File: src/rtl/mipi_csi_rx_pkg.sv
// Shared types and constants for the CSI-2 receive lane path.
package mipi_csi_rx_pkg;

  // Per-packet sequencer states for the lane sync controller.
  typedef enum logic [2:0] {
    IDLE   = 3'd0,
    ARM    = 3'd1,
    STREAM = 3'd2,
    DRAIN  = 3'd3,
    ERR    = 3'd4
  } lane_sync_state_t;

  // Depth of the downstream lane aligner FIFO; skew limits must stay below it.
  localparam int ALIGN_DEPTH = 7;

endpackage : mipi_csi_rx_pkg

File: src/rtl/mipi_csi_rx_lane_sync_ctrl.sv
// Lane sync controller: gates per-lane byte valids into the CSI-2 aligner,
// measures start/end inter-lane skew, flushes the aligner on errors and
// counts good packets. Byte data never passes through here.
//
// Handshake note: there is no backpressure. raw_valid_i is a per-lane
// strobe that is forwarded combinationally as bytes_valid_o (masked, and
// forced low in ERR); aligned_valid_i is observed only to detect that the
// aligner output has gone idle during DRAIN.
module mipi_csi_rx_lane_sync_ctrl
  import mipi_csi_rx_pkg::*;
#(
  parameter int MIPI_LANES    = 4,
  parameter int SKEW_W        = 4,
  parameter int DRAIN_TIMEOUT = 16
) (
  input  logic                  clk_i,
  input  logic                  reset_i,
  input  logic [MIPI_LANES-1:0] cfg_lane_mask_i,
  input  logic [SKEW_W-1:0]     cfg_max_skew_i,
  input  logic [MIPI_LANES-1:0] raw_valid_i,
  input  logic [MIPI_LANES-1:0] aligned_valid_i,
  output logic [MIPI_LANES-1:0] bytes_valid_o,
  output logic                  aligner_flush_o,
  output logic                  busy_o,
  output logic                  skew_err_o,
  output logic                  timeout_err_o,
  output logic [SKEW_W-1:0]     last_skew_o,
  output logic [15:0]           pkt_count_o,
  output lane_sync_state_t      dbg_state_o
);

  localparam int DCNT_W = $clog2(DRAIN_TIMEOUT) + 1;
  localparam logic [DCNT_W-1:0] DCNT_LAST = DCNT_W'(DRAIN_TIMEOUT - 1);

  lane_sync_state_t      state_q;
  logic [MIPI_LANES-1:0] m_q;
  logic [SKEW_W-1:0]     max_skew_q;
  logic [MIPI_LANES-1:0] seen_q;
  logic [SKEW_W-1:0]     cnt_q;
  logic [SKEW_W-1:0]     tcnt_q;
  logic [DCNT_W-1:0]     dcnt_q;
  logic [SKEW_W-1:0]     last_skew_q;
  logic [15:0]           pkt_count_q;
  logic                  skew_err_q;
  logic                  timeout_err_q;
  logic                  flush_q;

  logic [MIPI_LANES-1:0] mask_sel;
  logic [MIPI_LANES-1:0] v;
  logic [MIPI_LANES-1:0] seen_d;
  logic [SKEW_W-1:0]     cnt_d;
  logic [SKEW_W-1:0]     tcnt_d;

  // In IDLE the live config mask qualifies lanes; afterwards the latched one.
  assign mask_sel = (state_q == IDLE) ? cfg_lane_mask_i : m_q;
  assign v        = raw_valid_i & mask_sel;
  assign seen_d   = seen_q | v;

  // Saturating increments for the start and tail skew counters.
  assign cnt_d  = (cnt_q  == '1) ? cnt_q  : cnt_q  + SKEW_W'(1);
  assign tcnt_d = (tcnt_q == '1) ? tcnt_q : tcnt_q + SKEW_W'(1);

  // Zero-latency valid gating; ERR blocks everything until lanes go quiet.
  assign bytes_valid_o   = (state_q == ERR) ? '0 : v;
  assign busy_o          = (state_q != IDLE);
  assign aligner_flush_o = flush_q;
  assign skew_err_o      = skew_err_q;
  assign timeout_err_o   = timeout_err_q;
  assign last_skew_o     = last_skew_q;
  assign pkt_count_o     = pkt_count_q;
  assign dbg_state_o     = state_q;

  // Packet sequencer: state, counters and registered pulse outputs.
  always_ff @(posedge clk_i or posedge reset_i) begin
    if (reset_i) begin
      state_q       <= IDLE;
      m_q           <= '0;
      max_skew_q    <= '0;
      seen_q        <= '0;
      cnt_q         <= '0;
      tcnt_q        <= '0;
      dcnt_q        <= '0;
      last_skew_q   <= '0;
      pkt_count_q   <= '0;
      skew_err_q    <= 1'b0;
      timeout_err_q <= 1'b0;
      flush_q       <= 1'b0;
    end else begin
      // Pulses default low so each asserts for exactly one cycle.
      skew_err_q    <= 1'b0;
      timeout_err_q <= 1'b0;
      flush_q       <= 1'b0;
      case (state_q)
        IDLE: begin
          if (v != '0) begin
            m_q        <= cfg_lane_mask_i;
            max_skew_q <= cfg_max_skew_i;
            tcnt_q     <= '0;
            if (v == cfg_lane_mask_i) begin
              state_q     <= STREAM;
              last_skew_q <= '0;
            end else begin
              state_q <= ARM;
              seen_q  <= v;
              cnt_q   <= SKEW_W'(1);
            end
          end
        end
        ARM: begin
          seen_q <= seen_d;
          // A lane completing the set wins over a skew error in the same cycle.
          if (seen_d == m_q) begin
            state_q     <= STREAM;
            last_skew_q <= cnt_q;
            tcnt_q      <= '0;
          end else if (cnt_q > max_skew_q) begin
            state_q    <= ERR;
            skew_err_q <= 1'b1;
            flush_q    <= 1'b1;
          end else begin
            cnt_q <= cnt_d;
          end
        end
        STREAM: begin
          if (v == '0) begin
            state_q <= DRAIN;
            dcnt_q  <= '0;
          end else if (v == m_q) begin
            tcnt_q <= '0;
          end else begin
            // Partial tail: the count after this cycle is the running end skew.
            tcnt_q <= tcnt_d;
            if (tcnt_d > max_skew_q) begin
              state_q    <= ERR;
              skew_err_q <= 1'b1;
              flush_q    <= 1'b1;
            end
          end
        end
        DRAIN: begin
          // Idle aligner takes priority over an expiring timeout.
          if (aligned_valid_i == '0) begin
            state_q     <= IDLE;
            pkt_count_q <= pkt_count_q + 16'd1;
          end else if (dcnt_q == DCNT_LAST) begin
            state_q       <= IDLE;
            timeout_err_q <= 1'b1;
            flush_q       <= 1'b1;
          end else begin
            dcnt_q <= dcnt_q + DCNT_W'(1);
          end
        end
        ERR: begin
          if (v == '0) begin
            state_q <= IDLE;
          end
        end
        default: begin
          state_q <= IDLE;
        end
      endcase
    end
  end

endmodule : mipi_csi_rx_lane_sync_ctrl

File: config.mk
export PLATFORM = sky130hd
export DESIGN_NAME = mipi_csi_rx_lane_sync_ctrl
export DESIGN_NICKNAME = d
export VERILOG_FILES = /design/src/rtl/mipi_csi_rx_pkg.sv /design/src/rtl/mipi_csi_rx_lane_sync_ctrl.sv
export SDC_FILE = /design/constraint.sdc
export NUM_CORES = 1
export LEC_CHECK = 0
export CAP_MARGIN = 20
export CELL_PAD_IN_SITES_DETAIL_PLACEMENT = 1
export CELL_PAD_IN_SITES_GLOBAL_PLACEMENT = 1
export CORE_MARGIN = 5
export CORE_UTILIZATION = 44
export CTS_CLUSTER_SIZE = 10
export DETAILED_ROUTE_END_ITERATION = 7
export GPL_TIMING_DRIVEN = 0
export PLACE_DENSITY_LB_ADDON = 0.12
export RECOVER_POWER = 25
export SLEW_MARGIN = 25
export SYNTH_ARGS = -nofsm -noshare
export SYNTH_HDL_FRONTEND = slang
export SYNTH_SLANG_ARGS = --single-unit
File: constraint.sdc
create_clock -name clk_i -period 4.8 [get_ports clk_i]
set_clock_uncertainty 0.05 [all_clocks]
set_input_delay 0.72 -clock clk_i [delete_from_list [all_inputs] [get_ports clk_i]]
set_output_delay 0.72 -clock clk_i [all_outputs]
set_load 0.02 [all_outputs]
==> flow_summary_export.csv, run 1 <==
group,metric,value,unit
worst_setup_path,crit_required,4.03,ns
worst_setup_path,criticalPathCategory,"register to output port",
drt,wl,7520,µm
global_route,antenna_found_initial,0,
outcome,status,"finished, violations left",
sta,rsz0062_at_grt,"no",
clock_network,htreeDepth,2,
worst_setup_path,startpoint_type,"register",
worst_setup_path,path_max_fanout,9,
sta,fin_tns_setup,0,ns
synth,synth_seq_cells,51,
synth,syn-cell-area,2940,µm²
place,place.port_buffers,48,
synth,syn_avg_cell_area,9.87,µm²
worst_hold_path,hold_class,"register to register",
synth,synth_flop_cell,"dfrtp_1",
clock_network,clk_pin_slew,0.10,ns
clock_network,cts.sinks,51,
power_and_ir_drop,pwr_density_cell,595,nW/µm²
clock_network,clock_latency,0.32,ns
drt,drc,0,
global_route,grt_util_all_layers,0.192,
clock_network,cts.path.max_buffers,2,
finish,syn2layout_area_growth,23.8,%
finish,final_cell_mix,"51 x dfrtp_1, 47 x clkdlybuf4s50_1, 33 x nand2_1",
sta,max_freq,293,MHz
sta,slew_headroom,-0.528,
synth,postSynthNetCount,329,
power_and_ir_drop,p_total,0.00216,W
power_and_ir_drop,leakage,1.68,nW
global_route,grt_overflow,0,
die,design.core.area,6420,µm²
global_route,grt_pass1_wl,13100,µm
drt,vias_per_cell,5.70,
drt,wl_per_cell,17.5,µm
place,hpwlAfterDp,5640,µm
worst_setup_path,crit_start,"dbg_state_o[1]$_DFFE_PP0P_",
clock_network,numCtsBuffers,5,
clock_network,cts_resized,0,
finish,diodes,0,
power_and_ir_drop,peakVddDrop,0.320,mV
synth,ys_seq_area_frac,0.434,
finish,drive_above_1_share,0.0932,
sta,setup_violations,0,
sta,fin_crit_sh,0.712,
worst_setup_path,r2r-start,"dbg_state_o[1]$_DFFE_PP0P_",
sta,finalHoldViolCount,0,
finish,final_common_cell,"dfrtp_1",
sta,setup_ws,1.38,ns
synth,ys_async_sr_fraction,1.00,
global_route,grt_pass1_vias,2637,
finish,nNetsFinal,384,
place,globalplace.congestion,0.866,
sta,fin_crit,3.42,ns
synth,ys_types,60,
global_route,grt_max_degree,52,
synth,synth_edf_count,0,
job,max-cap-violations,1,
clock_network,ctsHoldBuffers,0,
worst_setup_path,crit_arrival,2.65,ns
die,die_w,91.7,µm
synth,synth_cells,298,
finish,finalNonFillerCells,431,
outcome,violations,"max-capacitance violations, max-slew violations",
sta,tightest_slew,2.28,ns
clock_network,post-cts-setup-buffers,0,
sta,drv_slew,52,
drt,drt_iter0_drc,81,
die,dieArea,8420,µm²
drt,first_pass_iters,4,
worst_setup_path,cp-end-kind,"output port",
synth,synth_warnings,0,
drt,vias,2456,
clock_network,cts_root_buf,"clkbuf_8",
place,dpl.cell_count,423,
place,dp_slack,1.43,ns
drt,antenna_left,0,
worst_hold_path,hp-start,"pkt_count_o[15]$_DFFE_PP0P_",
die,pin_count,49,
die,fp.dieH,91.7,µm
die,start_util,0.458,
die,row_count,29,
clock_network,cts_tree,"yes",
==> routing by layer <==
metal | vias to the layer above | track usage | wire length, µm
met5 | - | 0 | 0
met3 | 7 | 0.0368 | 216
met1 | 1224 | 0.269 | 3720
met2 | 37 | 0.306 | 3500
li1 | 1188 | - | -
met4 | 0 | 0.0520 | 79
==> worst max-delay path, stage by stage, from the launching register on <==
cell and delay [ns]:
dfrtp_1 0.50, nor3_4 0.49, mux2i_1 0.51, nor2b_1 0.20, clkdlybuf4s50_1 0.62
==> area by class of cell <==
type | count | area (µm²)
multi-input cells | 224 | 1570
clock buffers | 6 | 82.6
fillers | 733 | 2780
flip-flops and latches | 51 | 1280
clock inverters | 2 | 38.8
well taps | 77 | 96.3
repair buffers | 48 | 480
plain buffers | 7 | 33.8
inverters | 16 | 61.3
==> registers in the layout, indices dropped and copies added (netlist names) <==
| register | flops |
|---|---|
| pkt_count_o | 16 |
| dcnt_q | 5 |
| cnt_q | 4 |
| last_skew_o | 4 |
| m_q | 4 |
| max_skew_q | 4 |
| seen_q | 4 |
| tcnt_q | 4 |
| dbg_state_o | 3 |
| aligner_flush_o | 1 |
| skew_err_o | 1 |
| timeout_err_o | 1 |
==> per-stage QoR <==
step,utilization,hold slack (ns),cell area (µm²)
2_1_floorplan,-,0.400,2940
3_3_place_gp,0.548,0.411,3520
6_report,0.567,0.442,3640
3_5_place_dp,0.548,0.424,3520
4_1_cts,0.567,0.449,3640
5_1_grt,0.567,0.476,3640
==> power breakdown <==
part / internal (W) / switching, W
combinational: 0.000490 / 0.000660
sequential: 0.000552 / 0.000136
clock: 0.000172 / 0.000155
total: 0.00121 / 0.000951
==> cells in the mapped netlist (all sizes together), types with 2 or more instances <==
cell type  instances  area, µm²
nor4b              3       32.5
a211o              2       17.5
buf                4       22.5
inv               16       60.1
nor2b             11       68.8
or2                3       21.3
nor3b              4       30.0
and4               2       17.5
a31oi              5       37.5
nand4              5       31.3
nor4               2       12.5
o31ai              2       15.0
nand2b             4       25.0
nor3               3       26.3
nand3b             4       30.0
o31a               2       17.5
a21oi             13       65.1
and3               7       43.8
a21o               2       15.0
nand2             34        130
o211ai             2       15.0
clkbuf             3       11.3
xor2               6       52.6
dfrtp             51       1280
o22ai              6       37.5
nor2              13       58.8
xnor2             13        114
o21ai             19       98.9
nand3             11       55.1
mux2i              7       70.1
mux2               8       90.1
ha                13        163
o41ai              4       35.0
==> worst paths after layout <==
check                                                   end  slack (ns)  depth (start not counted)
min in group asynchronous        last_skew_o[3]$_DFFE_PP0P_        1.41                          2
worst min-delay path            pkt_count_o[15]$_DFFE_PP0P_        0.44                          1
max in group asynchronous                m_q[2]$_DFFE_PP0P_        2.25                          2
worst max-delay path                       bytes_valid_o[0]        1.38                          4
worst max register to register        tcnt_q[3]$_DFFE_PP0P_        1.95                          6
worst min register to register  pkt_count_o[15]$_DFFE_PP0P_        0.44                          1
==> cell families after synthesis <==
group | Yosys count | synth area share
adders and majority gates | 13 | 0.0553
muxes | 15 | 0.0545
xor gates and xnor gates | 19 | 0.0566
DFF | 51 | 0.434
AOI/OAI and AO/OA | 67 | 0.157
buffers and inverters | 23 | 0.0319
and+or+nand+nor | 110 | 0.210
(Power assumes the default switching activity.)
==> inputs of run 2 (changes only) <==
- CORE_UTILIZATION: 44 -> 41
- clock period: 4.8 -> 3.22 ns (I/O delays scaled with it)
==> flow_summary_export.csv, run 2 (same netlist as run 1, synthesis figures left out) <==
group,metric,value,unit
outcome,status,"finished, violations left",
outcome,violations,"max-capacitance violations, max-slew violations",
clock_network,clock_latency,0.31,ns
die,row_count,30,
drt,drt_iter0_drc,88,
power_and_ir_drop,peakVddDrop,0.476,mV
drt,vias_per_cell,5.44,
worst_setup_path,max_stage_delay,0.61,ns
finish,final_cell_mix,"51 x dfrtp_1, 47 x clkdlybuf4s50_1, 33 x nand2_1",
sta,fin_crit_sh,0.949,
finish,nFillCells,796,
worst_hold_path,whs_path_depth,1,
worst_setup_path,crit_required,2.69,ns
finish,drive_above_1_share,0.0955,
drt,drc,0,
worst_setup_path,r2r-start,"tcnt_q[0]$_DFFE_PP0P_",
sta,max_freq,327,MHz
die,pin_count,49,
finish,syn2layout_area_growth,24.9,%
worst_hold_path,hp-start,"pkt_count_o[15]$_DFFE_PP0P_",
finish,diodes,0,
die,fp.dieH,94.7,µm
drt,wl_per_cell,16.8,µm
clock_network,cts_tree,"yes",
worst_setup_path,crit_start,"dbg_state_o[1]$_DFFE_PP0P_",
clock_network,cts.path.max_buffers,2,
drt,vias,2457,
worst_setup_path,path_buf_inv,1,
global_route,grt_overflow,0,
global_route,grt_pass1_vias,2488,
worst_hold_path,hold_class,"register to register",
place,place.port_buffers,48,
sta,fin_tns_setup,0,ns
clock_network,cts_root_buf,"clkbuf_8",
worst_setup_path,startpoint_type,"register",
worst_setup_path,slowest_stage,"clkdlybuf4s50_1",
drt,first_pass_iters,4,
clock_network,htreeDepth,2,
global_route,met1_usage,0.252,
clock_network,ctsHoldBuffers,0,
clock_network,numCtsBuffers,5,
global_route,grt.busiest_layer,"met2",
worst_setup_path,crit_cells,4,
die,design.core.area,6870,µm²
clock_network,clk_pin_slew,0.11,ns
finish,nNetsFinal,386,
place,dp_slack,0.169,ns
drt,wl,7590,µm
drt,antenna_left,0,
power_and_ir_drop,pwr_density_cell,875,nW/µm²
finish,largest_reg_flops,16,
place,hpwlAfterDp,5850,µm
sta,finalHoldViolCount,0,
sta,slew_headroom,-0.295,
global_route,grt_max_degree,52,
sta,drv_slew,52,
worst_setup_path,critPathTopFamily,"simple AND/OR/NAND/NOR gates",
worst_setup_path,cp-end-kind,"output port",
global_route,grt_util_all_layers,0.176,
worst_setup_path,path_max_fanout,8,
worst_setup_path,reg2regPathDepth,12,
global_route,grtUsageMet2,0.279,
sta,setup_violations,0,
die,start_util,0.428,
global_route,antenna_found_initial,0,
die,die_w,94.7,µm
worst_setup_path,crit_arrival,2.52,ns
place,globalplace.congestion,0.795,
clock_network,cts.sinks,51,
global_route,use_met3,0.0287,
sta,tightest_slew,1.94,ns
worst_setup_path,criticalPathCategory,"register to output port",
job,max-cap-violations,1,
finish,final_common_cell,"dfrtp_1",
sta,fin_crit,3.06,ns
sta,rsz0062_at_grt,"no",
global_route,grt_pass1_wl,12400,µm
die,dieArea,8970,µm²
power_and_ir_drop,leakage,1.69,nW
sta,setup_ws,0.163,ns
worst_setup_path,path_cells,"nor3_4 -> mux2i_1 -> nor2b_1 -> clkdlybuf4s50_1",
[run 2: cell type report]
class,instances,area (µm²),share of cell area
Clock buffer,5,68.8,0.0187
Tap cell,96,120,0.0327
Sequential cell,51,1280,0.348
Timing Repair Buffer,50,495,0.135
Inverter,16,60.1,0.0164
Clock inverter,3,46.3,0.0126
Buffer,7,33.8,0.00920
Multi-Input combinational cell,224,1570,0.428
[run 2: stage by stage]
stage          total power (W)  hold slack (ns)  area (µm²)   util  std cells
2_1_floorplan          0.00219            0.400        2940      -        298
3_5_place_dp           0.00274            0.427        3540  0.516        442
3_3_place_gp           0.00268            0.411        3540  0.515        442
4_1_cts                0.00322            0.442        3660  0.533        450
5_1_grt                0.00346            0.473        3670  0.534        452
6_report               0.00321            0.434        3670  0.534        452
[run 2: where the power goes]
part           internal [W]  leakage, nW  total [W]  switching, W
clock              0.000235       0.0548   0.000467      0.000232
sequential         0.000822        0.673    0.00103      0.000206
combinational      0.000751        0.961    0.00172      0.000965
total               0.00181         1.69    0.00321       0.00140
[run 2: layer usage]
metal,part of all wire,vias to the layer above,routed length [µm]
li1,-,1196,-
met1,0.51,1222,3840
met2,0.46,37,3530
met3,0.025,2,188
met4,0.0047,0,36
met5,0,-,0
[run 2: what timing repair did]
action,in CTS,in global routing
hold endpoints to repair,0,0
setup buffers,0,2
setup endpoints to repair,0,2
resized for setup,0,0
[run 2: worst register-to-register path, stage by stage, from the launching register on]
cell and delay (ns):
dfrtp_1 0.45, ha_1 0.26, nand3_1 0.20, mux2i_1 0.29, inv_1 0.07, ha_1 0.29, nor2b_1 0.13, o211ai_1 0.09
a21oi_1 0.17, o21ai_0 0.16, a31oi_2 0.29, a21boi_4 0.25, or2_1 0.12
[run 2: worst paths after layout]
path                                                to  slack, ns
max                                   bytes_valid_o[3]       0.16
min                        pkt_count_o[15]$_DFFE_PP0P_       0.43
max reg2reg                  aligner_flush_o$_DFF_PP0_       0.34
min reg2reg                pkt_count_o[15]$_DFFE_PP0P_       0.43
max in group asynchronous   dbg_state_o[0]$_DFFE_PP0P_       0.80
min in group asynchronous  pkt_count_o[14]$_DFFE_PP0P_       1.20
==> inputs of run 3 (changes only) <==
- SLEW_MARGIN: 25 -> unset
==> flow_summary_export.csv, run 3 (same netlist as run 1, synthesis figures left out) <==
group,metric,value,unit
outcome,status,"completed",
power_and_ir_drop,pwr_density_cell,864,nW/µm²
sta,fin_crit_sh,0.955,
power_and_ir_drop,pwr-share-clk,0.130,
place,place.port_buffers,48,
clock_network,numCtsBuffers,5,
worst_setup_path,path_max_fanout,8,
place,dpl_cell_area,3570,µm²
sta,rsz0062_at_grt,"yes",
drt,wl_per_cell,17.0,µm
worst_setup_path,max_stage_delay,0.61,ns
worst_setup_path,startpoint_type,"register",
finish,syn2layout_area_growth,24.1,%
worst_setup_path,rr_endpoint,"aligner_flush_o$_DFF_PP0_",
drt,drc,0,
finish,final_common_cell,"dfrtp_1",
clock_network,cts_tree,"yes",
worst_setup_path,criticalPathCategory,"register to output port",
sta,slew_headroom,0.168,
power_and_ir_drop,power_frac_seq,0.326,
worst_setup_path,r2r-start,"tcnt_q[0]$_DFFE_PP0P_",
worst_setup_path,path_cells,"nor3_4 -> mux2i_1 -> nor2b_1 -> clkdlybuf4s50_1",
drt,vias,2478,
drt,wl,7690,µm
die,pin_count,49,
clock_network,cts_resized,0,
die,row_count,30,
power_and_ir_drop,p_switching,0.00143,W
global_route,grt_max_degree,30,
drt,first_pass_iters,4,
drt,drt_iter0_drc,82,
die,dieArea,8970,µm²
sta,max_freq,325,MHz
global_route,grt_pass1_vias,2553,
worst_setup_path,crit_arrival,2.54,ns
finish,finalInstanceArea,3650,µm²
sta,fin_tns_setup,0,ns
worst_setup_path,reg2reg_setup_slack,0.29,ns
place,globalplace.congestion,0.795,
power_and_ir_drop,combPwrFrac,0.543,
power_and_ir_drop,leakage,1.68,nW
worst_hold_path,whs_path_depth,1,
clock_network,clock_latency,0.32,ns
finish,diodes,0,
clock_network,cts_root_buf,"clkbuf_8",
sta,setup_violations,0,
sta,holdWs,0.426,ns
sta,tightest_slew,1.25,ns
clock_network,cts.path.max_buffers,2,
finish,nNetsFinal,386,
finish,nFillCells,809,
finish,final_util,0.531,
worst_hold_path,hold_class,"register to register",
die,fp.dieH,94.7,µm
finish,final_cell_mix,"51 x dfrtp_1, 47 x clkdlybuf4s50_1, 33 x nand2_1",
finish,drive_above_1_share,0.0927,
drt,vias_per_cell,5.48,
clock_network,htreeDepth,2,
place,hpwlAfterDp,6070,µm
clock_network,cts.sinks,51,
job,max-cap-violations,0,
power_and_ir_drop,p_int,0.00173,W
drt,antenna_left,0,
worst_hold_path,whs_endpoint,"pkt_count_o[15]$_DFFE_PP0P_",
worst_setup_path,cp-end-kind,"output port",
sta,finalHoldViolCount,0,
sta,drv_slew,0,
global_route,antenna_found_initial,0,
die,start_util,0.428,
global_route,grt_pass1_wl,12900,µm
power_and_ir_drop,switching_share,0.452,
worst_setup_path,crit_required,2.69,ns
global_route,grt_overflow,0,
die,die_w,94.7,µm
clock_network,clk_pin_slew,0.11,ns
global_route,grt_util_all_layers,0.185,
worst_setup_path,reg2regPathDepth,12,
worst_hold_path,hp-start,"pkt_count_o[15]$_DFFE_PP0P_",
power_and_ir_drop,peakVddDrop,0.470,mV
die,design.core.area,6870,µm²
sta,fin_crit,3.07,ns
finish,largest_reg_flops,16,
worst_setup_path,slowest_stage,"clkdlybuf4s50_1",
==> run 3: worst max-delay path by stage <==
stage                                           from                           to  slack [ns]  depth (start not counted)
final                     dbg_state_o[1]$_DFFE_PP0P_             bytes_valid_o[3]        0.15                          4
after global routing      dbg_state_o[1]$_DFFE_PP0P_             bytes_valid_o[2]       -0.02                          4
after CTS                 dbg_state_o[1]$_DFFE_PP0P_             bytes_valid_o[3]        0.08                          4
after detailed placement          aligned_valid_i[1]  pkt_count_o[13]$_DFFE_PP0P_        0.18                          8
after global placement                raw_valid_i[2]   dbg_state_o[1]$_DFFE_PP0P_        0.20                          9
after floorplan           dbg_state_o[1]$_DFFE_PP0P_        tcnt_q[3]$_DFFE_PP0P_        0.71                          6
==> run 3: power groups by stage <==
| stage | Clock (W) | Combinational, W | Sequential, W |
|---|---|---|---|
| floorplan | 0 | 0.00115 | 0.00104 |
| global placement | 0 | 0.00165 | 0.00103 |
| detailed placement | 0 | 0.00171 | 0.00104 |
| CTS | 0.000423 | 0.00172 | 0.00103 |
| global route | 0.000455 | 0.00191 | 0.00106 |
| finish | 0.000411 | 0.00171 | 0.00103 |
==> run 3: worst max-delay path, delay by kind of cell (launching register included) <==
family / cells / cell delay [ns]
buffers and inverters: 1 / 0.61
flip-flops: 1 / 0.50
multiplexers: 1 / 0.46
AND/OR/NAND/NOR: 2 / 0.65
==> run 3: layer usage <==
layer | GRT usage | wire (µm) | vias up
met4 | 0.0433 | 72 | 0
li1 | - | - | 1193
met5 | 0 | 0 | -
met1 | 0.259 | 3680 | 1244
met3 | 0.0311 | 232 | 7
met2 | 0.299 | 3700 | 34
==> run 3: stage by stage <==
stage	power, W	worst slack [ns]	cells
final	0.00315	0.146	452
after global routing	0.00342	-0.0226	452
after CTS	0.00318	0.0811	451
after detailed placement	0.00275	0.179	443
after global placement	0.00268	0.197	442
after floorplan	0.00219	0.713	298
==> run 3: final cells by class <==
class                      instances  area (µm²)  area share
clock inverter                     3        28.8     0.00788
inverter                          16        60.1      0.0165
tap                               96         120      0.0329
clock buffer                       5        68.8      0.0189
buffer                             7        33.8     0.00926
multi-input combinational        224        1570       0.430
sequential                        51        1280       0.350
timing repair buffer              50         492       0.135
==> run 3: timing repair <==
action                                  in CTS  in global routing
endpoints found under the setup margin       0                  3
hold buffers                                 0                  0
setup buffers                                0                  1
